`config.mk`:
```
export PLATFORM = sky130hd
export DESIGN_NAME = otdr_shot_sequencer
export DESIGN_NICKNAME = d
export VERILOG_FILES = /design/src/rtl/otdr_shot_sequencer.sv
export SDC_FILE = /design/constraint.sdc
export NUM_CORES = 1
export LEC_CHECK = 0
export CORE_MARGIN = 4
export CORE_UTILIZATION = 45
export CTS_CLUSTER_SIZE = 28
export DETAILED_ROUTE_END_ITERATION = 16
export PLACE_DENSITY = 0.68
export SLEW_MARGIN = 20
export SYNTH_ARGS = -nofsm -noshare
export SYNTH_HDL_FRONTEND = slang
export SYNTH_SLANG_ARGS = --single-unit
```
`constraint.sdc`:
```
create_clock -name clk -period 2.9 [get_ports clk]
set_input_delay 0.58 -clock clk [delete_from_list [all_inputs] [get_ports clk]]
set_output_delay 0.58 -clock clk [all_outputs]
set_load 0.05 [all_outputs]
```
`src/rtl/otdr_shot_sequencer.sv`:
```
// otdr_shot_sequencer: per-shot OTDR acquisition sequencer.
// Fires the laser, waits out the dead zone, then enables the downstream
// 8-bit sample counter and counts 256-sample pages via its carry, repeating
// for the programmed number of shots with a fixed idle gap between shots.
// Optional feature macro: OTDR_ABORT_EN adds an 'abort' input that ends the
// run early through a final GAP and DONE.
module otdr_shot_sequencer #(
  parameter int GAP_CYC = 16
) (
  input  logic        clk,
  input  logic        rst_n,
  input  logic        start,
  input  logic [7:0]  pulse_len,
  input  logic [7:0]  dead_len,
  input  logic [7:0]  num_pages,
  input  logic [15:0] num_shots,
  input  logic        cnt_carry,
`ifdef OTDR_ABORT_EN
  input  logic        abort,
`endif
  output logic        cnt_en,
  output logic        cnt_clr,
  output logic        laser_pulse,
  output logic        acq_valid,
  output logic [7:0]  page_idx,
  output logic [15:0] shot_idx,
  output logic        busy,
  output logic        done
);

  typedef enum logic [2:0] {
    IDLE  = 3'd0,
    PULSE = 3'd1,
    DEAD  = 3'd2,
    ACQ   = 3'd3,
    GAP   = 3'd4,
    DONE  = 3'd5
  } state_t;

  // Output bundle; always equals decode(state), but kept in flops so the
  // ports come straight from registers.
  typedef struct packed {
    logic laser;
    logic en;
    logic clr;
    logic busy;
    logic done;
  } outs_t;

  // GAP lasts GAP_CYC cycles, so the down-timer is loaded with one less.
  localparam logic [15:0] GAP_M1 = 16'(GAP_CYC - 1);

  state_t      state;
  outs_t       outs;
  logic [15:0] timer;
  logic [7:0]  pulse_m1;
  logic [7:0]  dead_r;
  logic [7:0]  pages_m1;
  logic [15:0] shots_m1;
  logic        aborted;
  logic        abort_hit;

  // Moore output decode per state. busy drops in DONE so that it falls in
  // the same cycle that done rises.
  function automatic outs_t decode(input state_t s);
    outs_t o;
    o = '0;
    case (s)
      PULSE: begin
        o.laser = 1'b1;
        o.clr   = 1'b1;
        o.busy  = 1'b1;
      end
      DEAD: begin
        o.clr  = 1'b1;
        o.busy = 1'b1;
      end
      ACQ: begin
        o.en   = 1'b1;
        o.busy = 1'b1;
      end
      GAP: begin
        o.clr  = 1'b1;
        o.busy = 1'b1;
      end
      DONE: begin
        o.done = 1'b1;
      end
      default: o = '0;
    endcase
    return o;
  endfunction

  // Zero-valued counts are treated as one, so store "count minus one" with
  // saturation at zero.
  function automatic logic [7:0] sat_m1_8(input logic [7:0] v);
    return (v == 8'd0) ? 8'd0 : v - 8'd1;
  endfunction

  function automatic logic [15:0] sat_m1_16(input logic [15:0] v);
    return (v == 16'd0) ? 16'd0 : v - 16'd1;
  endfunction

`ifdef OTDR_ABORT_EN
  // DONE is already finishing the run, so an abort there changes nothing.
  assign abort_hit = abort && (state != IDLE) && (state != DONE);
`else
  assign abort_hit = 1'b0;
`endif

  assign laser_pulse = outs.laser;
  assign cnt_en      = outs.en;
  assign acq_valid   = outs.en;
  assign cnt_clr     = outs.clr;
  assign busy        = outs.busy;
  assign done        = outs.done;

  // Shot sequencer: state, shared down-timer, page/shot indices, latched config.
  always_ff @(posedge clk) begin
    if (!rst_n) begin
      state    <= IDLE;
      outs     <= '0;
      timer    <= 16'd0;
      page_idx <= 8'd0;
      shot_idx <= 16'd0;
      pulse_m1 <= 8'd0;
      dead_r   <= 8'd0;
      pages_m1 <= 8'd0;
      shots_m1 <= 16'd0;
      aborted  <= 1'b0;
    end else if (abort_hit) begin
      state    <= GAP;
      outs     <= decode(GAP);
      timer    <= GAP_M1;
      page_idx <= 8'd0;
      aborted  <= 1'b1;
    end else begin
      case (state)
        IDLE: begin
          if (start) begin
            pulse_m1 <= sat_m1_8(pulse_len);
            dead_r   <= dead_len;
            pages_m1 <= sat_m1_8(num_pages);
            shots_m1 <= sat_m1_16(num_shots);
            shot_idx <= 16'd0;
            page_idx <= 8'd0;
            aborted  <= 1'b0;
            timer    <= {8'd0, sat_m1_8(pulse_len)};
            state    <= PULSE;
            outs     <= decode(PULSE);
          end
        end

        PULSE: begin
          if (timer == 16'd0) begin
            if (dead_r == 8'd0) begin
              state <= ACQ;
              outs  <= decode(ACQ);
            end else begin
              timer <= {8'd0, dead_r - 8'd1};
              state <= DEAD;
              outs  <= decode(DEAD);
            end
          end else begin
            timer <= timer - 16'd1;
          end
        end

        DEAD: begin
          if (timer == 16'd0) begin
            state <= ACQ;
            outs  <= decode(ACQ);
          end else begin
            timer <= timer - 16'd1;
          end
        end

        ACQ: begin
          if (cnt_carry) begin
            if (page_idx == pages_m1) begin
              page_idx <= 8'd0;
              timer    <= GAP_M1;
              state    <= GAP;
              outs     <= decode(GAP);
            end else begin
              page_idx <= page_idx + 8'd1;
            end
          end
        end

        GAP: begin
          if (timer == 16'd0) begin
            if (aborted || (shot_idx == shots_m1)) begin
              state <= DONE;
              outs  <= decode(DONE);
            end else begin
              shot_idx <= shot_idx + 16'd1;
              timer    <= {8'd0, pulse_m1};
              state    <= PULSE;
              outs     <= decode(PULSE);
            end
          end else begin
            timer <= timer - 16'd1;
          end
        end

        DONE: begin
          state <= IDLE;
          outs  <= decode(IDLE);
        end

        default: begin
          state <= IDLE;
          outs  <= '0;
        end
      endcase
    end
  end

endmodule
```
==> results by stage, run 1 <==
STA:
- Setup repair after global routing left no endpoint under its margin.
- Derived from the worst setup path, the maximum achievable clock frequency is 391 MHz.
- Dividing the final minimum period by the clock period gives 0.883.
- Across the routed clock network, the largest skew measured is 12.5 ps.
- The summed negative setup slack over all endpoints is 0 ps.
- The measured slew at the worst slew-check pin is 559 ps.
- The worst-case headroom to the max-slew limit is 0.624.
- The number of max-slew violations in the final report is 0.
- The count of final hold-check violations is 0.
- Setup violations remaining at the end of the flow were counted as 0.
- The clock period minus final worst setup slack is 2560 ps.

GRT:
- Entering global routing, the biggest net connects 25 pins.
- The via count of the first global-routing pass is 4801.
- The number of antenna violations at the first check in global routing is 0.
- The first global-routing pass estimated 22.8 mm of wire.
- After global routing the overflow that remains totals 0.
- For this run, the total global-route usage over all layers was measured as 0.212.

Synthesis:
- Sorting the synthesized cells by how often they occur yields 88 x dfxtp_1, 88 x nand2_1, 53 x nor2_1.
- The cell taking the most area after synthesis is dfxtp_1.
- By area the synthesized netlist is led by dfxtp_1 35%, xor2_1 7.3%, nand2_1 6.6%.
- The share of flip-flops with an asynchronous set or reset after synthesis is 0.
- The average instance in the mapped netlist occupies 7.97 um2.
- In this run, synthesis inferred 0 flip-flops with an integrated enable.
- For this run, the number of Yosys warnings is 0.
- The netlist uses 69 different library cells.
- The fraction of synthesized cell area taken by the top area cell type is 0.350.
- The number of nets handed over by synthesis was 683.
- In this run, synthesis produced a sequential element count of 88.
- The synthesized instance count is 631.
- The most common flop cell mapped by yosys is dfxtp_1.
- The cell area that synthesis handed to floorplanning was 5030 um2.
- The sequential area share after synthesis is 0.350.

Layout:
- The repair_antennas step left the layout with diodes totalling 0.
- The post-route non-filler standard cell count is 857.
- The filler cells instantiated in the layout total 1014.
- For this run, the post-layout net count is 765.
- Compared with the post-synthesis result, the final layout area differs by 23.4%.
- The total area of sequential cells is 1760 um2.
- In the final layout, the multi-input gates occupy 3060 um2.
- Of the cells placed in the final design, the portion with a size suffix greater than 1 is 0.0893.

Setup path:
- The critical path goes through clkdlybuf4s50_1 -> inv_1 -> ha_1 -> or3b_2 -> nor3_1 -> mux2i_1 -> nor2_1 -> a311o_1 -> a31o_2.
- For the worst setup path, the data arrival time is 2800 ps.
- The number of cells on the worst reg-to-reg path is 8.
- Counting buffers and inverters, the worst setup path is 9 cells deep.
- STA puts the critical path data required time at 3150 ps.
- The worst setup path is launched from an input pin.
- The maximum cell stage delay along the critical path is 470 ps.
- The buffer and inverter count on the worst path is 2.
- Of all nets on the critical path, the largest fanout is 3.
- The kind of cell adding the most delay to the critical path is simple AND/OR/NAND/NOR gates.
- The endpoint class of the critical path is a flip-flop.
- Among all stages on the critical path, the largest delay is contributed by or3b_2.
- The startpoint-to-endpoint class of the critical path is input pin to flip-flop.

Clock network:
- TritonCTS created 9 clock buffers.
- TritonCTS built the clock tree.
- Clock-pin slew was measured on the worst setup and hold paths at 80 ps.
- The number of setup buffers added after CTS is 0.
- The H-tree depth is 3.
- The tree is rooted in a clkbuf_8.
- At the later pin of the worst-skew pair, clock insertion delay measures 350 ps.
- No sink is reached through more buffers than the 2 on the longest clock path.
- The number of gates resized after CTS was 0.
- Counting every sink on the clock net gives 88.
- For this design, the CTS-stage hold fixing added 0 buffers.

Flow run:
- The number of maximum-capacitance constraint violations is 0.

Floorplan:
- In this run the vertical extent of the chip is 114 um.
- The core region area is 10900 um2.
- 74 I/O pins were placed.
- The effective utilization at floorplan is 0.462.
- The die is 114 um wide.
- The count of standard-cell rows is 38.
- The area of the die is 12900 um2.

Placement:
- Detailed placement ended at an HPWL of 10.1 mm.
- At the end of routability-driven placement, the weighted congestion stood at 0.895.
- The placed instance count is 842.
- In this run the tool buffered the top-level ports with 73 buffer cells.

Status:
- The run finished with clean final reports.

Power:
- Power spread over the standard cell area amounts to 831 nW/um2.
- IR analysis of the VDD net gives a maximum drop of 0.000413 V.
- The analysis attributes to cell leakage a power of 0.00234 uW.

Routing:
- The detailed-route vias per instance is 5.68.
- For this run, the detailed router's first-pass iteration total came to 5.
- After the first detailed-routing iteration, the DRC count stood at 329.
- The count of nets left with antenna violations after detail routing is 0.
- In the routed design, unresolved DRC markers number 0.
- The final layout contains routed wiring with a total length of 13.4 mm.
- Dividing the detail-routed wire length by the instance count gives 15.6 um.
- The routed layout has 4865 vias.

Min path:
- The cell depth of the worst hold path is 2.
- The type of the most critical hold path is flip-flop to flip-flop.
[metal layers]
metal | global-route usage | up-vias | part of all wire
met3 | 0.0308 | 10 | 0.041
met1 | 0.285 | 2314 | 0.47
met4 | 0.0433 | 0 | 0.0097
li1 | - | 2424 | -
met2 | 0.363 | 117 | 0.48
met5 | 0 | - | 0
[kinds of logic after synthesis]
| kind of cell | share of synthesized area |
|---|---|
| and+or+nand+nor | 0.262 |
| AOI/OAI and AO/OA | 0.201 |
| DFF | 0.350 |
| xor gates and xnor gates | 0.110 |
| buffers and inverters | 0.0403 |
| muxes | 0.0162 |
| adders and majority gates | 0.0199 |
[power by group]
| group | total, uW | internal, uW | leakage, uW | switching, uW |
|---|---|---|---|---|
| Combinational | 2600 | 1040 | 0.00152 | 1560 |
| Clock | 872 | 444 | 0.0000997 | 428 |
| Sequential | 1690 | 1440 | 0.000719 | 249 |
[final timing paths]
path,end,from,slack [ps]
worst min register to register,pulse_m1[2],pulse_m1[2],470
worst min-delay path,pulse_m1[2],pulse_m1[2],470
worst max-delay path,timer[6],pulse_len[1],340
worst max register to register,shot_idx[15],timer[0],460
[cell type report]
type | count | share of cell area
clock buffers | 13 | 0.0256
multi-input cells | 494 | 0.494
repair buffers | 99 | 0.149
flip-flops and latches | 88 | 0.284
inverters | 21 | 0.0127
clock inverters | 2 | 0.00625
well taps | 140 | 0.0282
[flip-flops by register name, summed over array words and instances, names as in the netlist, 3 cells and up]
signal    flops
pulse_m1      8
shot_idx     16
state         3
page_idx      8
shots_m1     16
timer        16
pages_m1      8
dead_r        8
[per-stage QoR]
stage | power, uW | instance area [um2] | util | hold slack, ps | setup slack, ps
finish | 5150 | 6200 | 0.570 | 468 | 340
global route | 5510 | 6200 | 0.570 | 490 | 252
CTS | 5140 | 6200 | 0.570 | 467 | 349
detailed placement | 4260 | 6000 | 0.551 | 454 | -13.3
global placement | 4230 | 6000 | 0.551 | 446 | 38.3
floorplan | 3550 | 5030 | - | 437 | 511
[layout by cell type (no fill, tap or decap), types with 6 or more instances in the layout]
cell type        synthesis  final
a21oi_1                 41     41
a31oi_1                  7      7
buf_4                    1     26
clkbuf_8                 0     11
clkdlybuf4s50_1          0     73
dfxtp_1                 88     88
ha_1                     8      8
inv_1                   20     20
mux2i_1                  7      7
nand2_1                 88     88
nand2b_1                 8      8
nand3_1                 17     17
nor2_1                  53     53
nor3_1                  17     17
nor3b_1                  6      6
nor4_1                  13     13
o21ai_0                 49     49
o22ai_1                  6      6
o31ai_1                  8      8
or3_1                   15     15
xnor2_1                 21     21
xor2_1                  42     42
[worst register-to-register path, delay by kind of cell, from the launching register on]
| kind | cells | cell delay [ps] |
|---|---|---|
| AOI/OAI and AO/OA | 3 | 720 |
| adders and majority gates | 1 | 170 |
| buffers and inverters | 1 | 120 |
| DFF | 1 | 350 |
| and+or+nand+nor | 3 | 1010 |
Note: power is estimated with default switching activity, not from simulation.
==> inputs of run 2 (changes only) <==
CTS_BUF_LIST = sky130_fd_sc_hd__clkbuf_16   (was not set)
==> run 2 against run 1 <==
Against the previous run:
- utilization grew 0.75 points
- cell area grew 1.3%
- power grew 4.8%
- critical endpoint unchanged
==> results by stage, run 2 (synthesis results as in run 1) <==
Status:
- The run finished with clean final reports.

Layout:
- The top cell types in the final layout, fill and taps aside, are 88 x nand2_1, 88 x dfxtp_1, 73 x clkdlybuf4s50_1, 53 x nor2_1, 49 x o21ai_0.
- The layout has 994 filler cells.
- 0 antenna diodes ended up in the layout.
- From synthesis to final layout, the design area changed by 25.0%.
- The post-route standard cell area excluding fillers is 6280 um2.
- The final layout net count is 765.
- The fraction of final layout cells sized beyond drive strength 1 is 0.0865.
- The largest registers in the layout are shot_idx x16, shots_m1 x16, timer x16.
- For this run, the number of standard cells in the final layout without fillers is 857.
- The final standard cell utilization of the core is 0.577.

STA:
- The clock period minus final worst setup slack is 2570 ps.
- The worst-case headroom to the max-slew limit is 0.625.
- The fmax is 388 MHz.
- The final cycle utilization of the critical path is 0.888.
- Setup violations remaining at the end of the flow were counted as 0.
- The final critical-path setup slack is 325 ps.
- The number of max-slew violations in the final report is 0.
- Setup repair after global routing left no endpoint under its margin.
- Clock skew on the completed layout was measured at 6.74 ps.
- The measured slew at the worst slew-check pin is 557 ps.
- The count of final hold-check violations is 0.

Setup path:
- On the worst path, the slowest cell contributes a delay of 470 ps.
- For this design, the slowest cell found on the critical path is or3b_2.
- The startpoint-to-endpoint class of the critical path is input pin to flip-flop.
- In this design, the largest share of critical-path delay is due to simple AND/OR/NAND/NOR gates.
- The critical path goes through clkdlybuf4s50_1 -> inv_1 -> ha_1 -> or3b_2 -> nor3_1 -> mux2i_1 -> nor2_1 -> a311o_1 -> a31o_2.
- The endpoint class of the critical path is a flip-flop.
- The element type at the critical path start is an input pin.
- The worst endpoint required time is 3130 ps.
- The worst path arrival time is 2810 ps.
- Along the worst path, the maximum fanout reaches 3.
- The number of buffers and inverters on the critical path is 2.

Flow run:
- The number of maximum-capacitance constraint violations is 0.

Power:
- The total internal power is 3130 uW.
- The worst IR drop on VDD is 0.000480 V.
- Of the total power, combinational logic draws 0.481.
- In this run the power spent charging and discharging nets is 2270 uW.
- Summed over all cells, the static leakage comes to 0.00238 uW.
- The share of total power dissipated in the clock network is 0.207.
- The sequential cell fraction of total power is 0.312.
- In this run the power density over the cells is 860 nW/um2.
- Of the total power, the share spent switching nets is 0.420.
- Power comes to 5400 uW.

Routing:
- The count of routing violations after the opening detailed-route iteration is 301.
- The aggregate routed wire length is 13.5 mm.
- Dividing the detail-routed via count by the number of cells gives 5.70.
- The average detailed-routed wire length per instance is 15.7 um.
- The detail route stage leaves a number of antenna-violating nets equal to 0.
- The first-pass iteration count of the detailed router is 4.
- The post-detailed-route DRC marker count is 0.
- The routed layout has 4884 vias.

Clock network:
- Clock tree synthesis found a total of 88 sinks.
- The H-tree depth is 3.
- In this run, CTS created clock tree buffers numbering 9.
- The number of buffers added to fix hold violations after cts is 0.
- The number of gates resized after CTS is 0.
- The CTS tree is done.
- Clock-pin slew was measured on the worst setup and hold paths at 60 ps.
- The number of buffers inserted to repair setup after CTS is 0.
- The latest clock arrival within the worst-skew pair is 330 ps.
- The number of buffers between clock root and the deepest sink is 2.
- The cell sitting at the root of the clock tree is a clkbuf_16.

Placement:
- The count of buffers added on input and output ports is 73.
- The detailed-placement wirelength estimate is 10.1 mm.
- The pre-CTS worst setup slack is -13.3 ps.
- The last weighted congestion value of the routability-driven placer is 0.895.
- The placed instance count is 842.
- The post-place instance area is 6000 um2.

GRT:
- The largest net degree at the start of global routing is 25.
- The via count of the first global-routing pass was 4843.
- The overall overflow remaining after global route is 0.
- The number of antenna violations at the first check in global routing was 0.
- Across every metal layer, demand over resource in global routing totals 0.215.
- The first-pass GRT wire length is 23.0 mm.

Floorplan:
- From left edge to right edge, the die measures 114 um.
- The core region area is 10900 um2.
- For this configuration, the core starts out at a cell density of 0.462.
- In this run the vertical extent of the chip is 114 um.
- The count of standard-cell rows is 38.
- The number of ports placed on the die boundary is 74.
- The die covers 12900 um2.

Min path:
- The type of the most critical hold path is flip-flop to flip-flop.
run 2: cell count changes in the layout (fill, tap and decap cells not counted), sizes merged:
cell / delta
clkbuf: -4
clkinv: +2
inv: +2
run 2: power groups by stage:
| stage | Clock [uW] | Combinational, uW | Sequential (uW) |
|---|---|---|---|
| after CTS | 1140 | 2580 | 1680 |
| after global routing | 1190 | 2850 | 1720 |
| final | 1120 | 2600 | 1690 |
| after global placement | 0 | 2530 | 1700 |
| after detailed placement | 0 | 2560 | 1710 |
| after floorplan | 0 | 1820 | 1730 |
run 2: metal layers:
| layer | global-route usage | up-vias | wire length, um |
|---|---|---|---|
| met4 | 0.0721 | 0 | 260 |
| met1 | 0.283 | 2302 | 6140 |
| met3 | 0.0318 | 20 | 691 |
| met5 | 0 | - | 0 |
| met2 | 0.363 | 142 | 6390 |
| li1 | - | 2420 | - |
run 2: worst reg2reg max path: cells and delay by family, from the launching register on:
kind	cells	cell delay, ps
simple gates	3	1050
compound gates	3	720
flops	1	350
fa+ha+maj	1	170
buf+inv	1	120
run 2: path summary, 6_finish.rpt:
kind | from | end | slack, ps | depth (start not counted)
worst min-delay path | pulse_m1[2] | pulse_m1[2] | 460 | 2
worst max register to register | timer[0] | shot_idx[15] | 420 | 8
worst max-delay path | pulse_len[1] | timer[6] | 330 | 9
worst min register to register | pulse_m1[2] | pulse_m1[2] | 460 | 2
run 2: area by class of cell:
cell class / instances / area [um2] / area share
well taps: 140 / 175 / 0.0279
inverters: 21 / 78.8 / 0.0125
clock buffers: 9 / 225 / 0.0358
flip-flops and latches: 88 / 1760 / 0.280
clock inverters: 6 / 53.8 / 0.00856
repair buffers: 99 / 926 / 0.147
multi-input cells: 494 / 3060 / 0.487
run 2: metrics by stage:
| stage | hold slack, ps | TNS (ps) |
|---|---|---|
| floorplan | 437 | 0 |
| global placement | 446 | 0 |
| detailed placement | 454 | -13.3 |
| CTS | 463 | 0 |
| global route | 486 | 0 |
| finish | 465 | 0 |
==> inputs of run 3 (changes only) <==
CORE_MARGIN = 3   (was 4)
==> run 3 against run 2 <==
Against the previous run:
- via count is 0.78% higher
- sequential share of layout area is 0.067 points lower
- power rose by 1.7%
- utilization is 1.7 points higher
- clock-buffer cell count unchanged
- worst hold slack lost 3.8 ps
- clock skew hardly changed
- wire length increased by 1.9%
- highest routed layer unchanged
==> results by stage, run 3 (synthesis results as in run 1) <==
Placement:
- The number of port buffers is 73.
- The pre-CTS worst setup slack is -6.06 ps.
- The detailed-placement wirelength estimate is 10.1 mm.
- Routability-driven placement finished with a final weighted congestion of 0.840.

Power:
- Summing internal, switching and leakage power gives 5490 uW.
- The clock network power share is 0.216.
- In this run the power density over the cells is 872 nW/um2.
- The worst-case IR drop observed on VDD is 0.000437 V.
- The total internal power is 3160 uW.
- Of the total power, the share spent switching nets is 0.425.
- The share of total power dissipated in combinational logic is 0.476.
- The reported leakage power is 0.00237 uW.
- The sequential cell fraction of total power is 0.308.
- The net switching power of the design is 2330 uW.

GRT:
- The via count of the first global-routing pass came to 4793.
- The first global-routing pass estimated 23.1 mm of wire.
- The number of antenna violations at the first check in global routing is 0.
- Entering global routing, the biggest net connects 28 pins.
- The aggregate global-route resource usage is 0.223.
- The overall overflow remaining after global route is 0.

Setup path:
- STA puts the critical path data required time at 3140 ps.
- The element type at the critical path start is an input pin.
- The critical path in this run is classified as input pin to flip-flop.
- Of all nets on the critical path, the largest fanout is 3.
- The worst setup path is captured at a flip-flop.
- The worst path arrival time is 2800 ps.

STA:
- The count of final hold-check violations is 0.
- The number of max-slew violations in the final report came to 0.
- The worst-case headroom to the max-slew limit is 0.480.
- The measured slew at the worst slew-check pin is 775 ps.
- Setup violations remaining at the end of the flow were counted as 0.
- Clock skew on the completed layout was measured at 6.60 ps.
- The fmax is 390 MHz.
- Setup repair after global routing left no endpoint under its margin.
- The routed design could run at a clock period as short as 2560 ps.
- The worst hold slack across all endpoints is 461 ps.
- The final cycle utilization of the critical path is 0.883.
- After routing, the total negative slack on setup checks comes to 0 ps.
- The worst path meets setup with 339 ps of slack.

Routing:
- The count of routing violations after the opening detailed-route iteration is 424.
- After detailed routing, the average wire length per cell comes to 16.1 um.
- The post-detailed-route DRC marker count is 0.
- The first-pass iteration count of the detailed router is 5.
- The aggregate routed wire length is 13.7 mm.
- The detailed-route vias per instance is 5.77.
- Summing over every cut layer, the via total after detailed routing is 4922.
- The count of nets left with antenna violations after detail routing is 0.

Min path:
- The type of the most critical hold path is flip-flop to flip-flop.

Layout:
- The layout overhead on the synthesized area is 25.3%.
- The number of antenna diodes in the final layout is 0.
- The final layout net count is 764.
- The fraction of final layout cells sized beyond drive strength 1 is 0.0921.
- The final standard cell utilization of the core is 0.594.
- The largest registers in the layout are shot_idx x16, shots_m1 x16, timer x16.
- The library cells used most frequently in the layout, excluding fill and tap cells, are 88 x nand2_1, 88 x dfxtp_1, 73 x clkdlybuf4s50_1, 53 x nor2_1, 49 x o21ai_0.

Floorplan:
- The die covers 12500 um2.
- The height of the die is 112 um.
- The core region area is 10600 um2.
- The number of ports placed on the die boundary is 74.
- The die is 112 um wide.
- The effective utilization at floorplan is 0.474.
- The count of standard-cell rows is 37.

Clock network:
- Once the clock tree was built, the resizer swapped 0 gates to a different size.
- TritonCTS built the clock tree.
- The clock passes through at most 2 buffers.
- The number of buffers created by CTS is 9.
- The number of buffers added to fix hold violations after cts is 0.
- The clock-pin slew on the worst setup and hold paths is 60 ps.
- The number of buffers inserted to repair setup after CTS is 0.
- The clock sink total is 88.
- The tree is rooted in a clkbuf_16.
- The later pin in the worst-skew pair is clocked with a latency of 350 ps.
- The H-tree depth is 3.

Status:
- The run finished with clean final reports.

Flow run:
- Across the run, the number of max-cap violations was 0.
## run 3: changes by cell type in the layout (fill, tap and decap cells not counted)
cell and change:
clkinv_1 -2, inv_8 +1, inv_1 -2, clkinvlp_4 +3
clkinv_4 +1, buf_4 -1
## run 3: per-stage QoR
stage	cell area [um2]	std cells
after global placement	5990	837
after global routing	6300	853
final	6300	853
after CTS	6300	853
after floorplan	5030	631
after detailed placement	5990	837
## run 3: area by class of cell
| class | count | area (um2) |
|---|---|---|
| Sequential cell | 88 | 1760 |
| Timing Repair Buffer | 98 | 918 |
| Multi-Input combinational cell | 494 | 3060 |
| Tap cell | 136 | 170 |
| Inverter | 21 | 78.8 |
| Fill cell | 964 | 4300 |
| Clock inverter | 7 | 81.3 |
| Clock buffer | 9 | 225 |
## run 3: final timing paths
kind,startpoint,to,cells past startpoint,slack [ps]
hold reg to reg,pulse_m1[2],pulse_m1[2],2,460
setup reg to reg,timer[0],done,8,410
setup / recovery,pulse_len[1],timer[6],9,340
hold / removal,pulse_m1[2],pulse_m1[2],2,460
## run 3: power by group through the flow
stage                     combinational, uW  sequential (uW)  clock (uW)
after detailed placement               2580             1710           0
after floorplan                        1820             1730           0
after CTS                              2600             1680        1200
after global routing                   2880             1730        1260
final                                  2620             1690        1190
after global placement                 2530             1700           0
## run 3: layer usage
layer	part of all wire	routed length (um)	global-route usage
met1	0.46	6350	0.299
met5	0	0	0
met2	0.46	6300	0.353
met4	0.019	257	0.0876
met3	0.060	826	0.0457
## run 3: worst max-delay path, cell delays in order
cell,delay [ps]
clkdlybuf4s50_1,450
inv_1,70
ha_1,170
or3b_2,460
nor3_1,190
mux2i_1,260
nor2_1,60
a311o_1,320
a31o_2,240
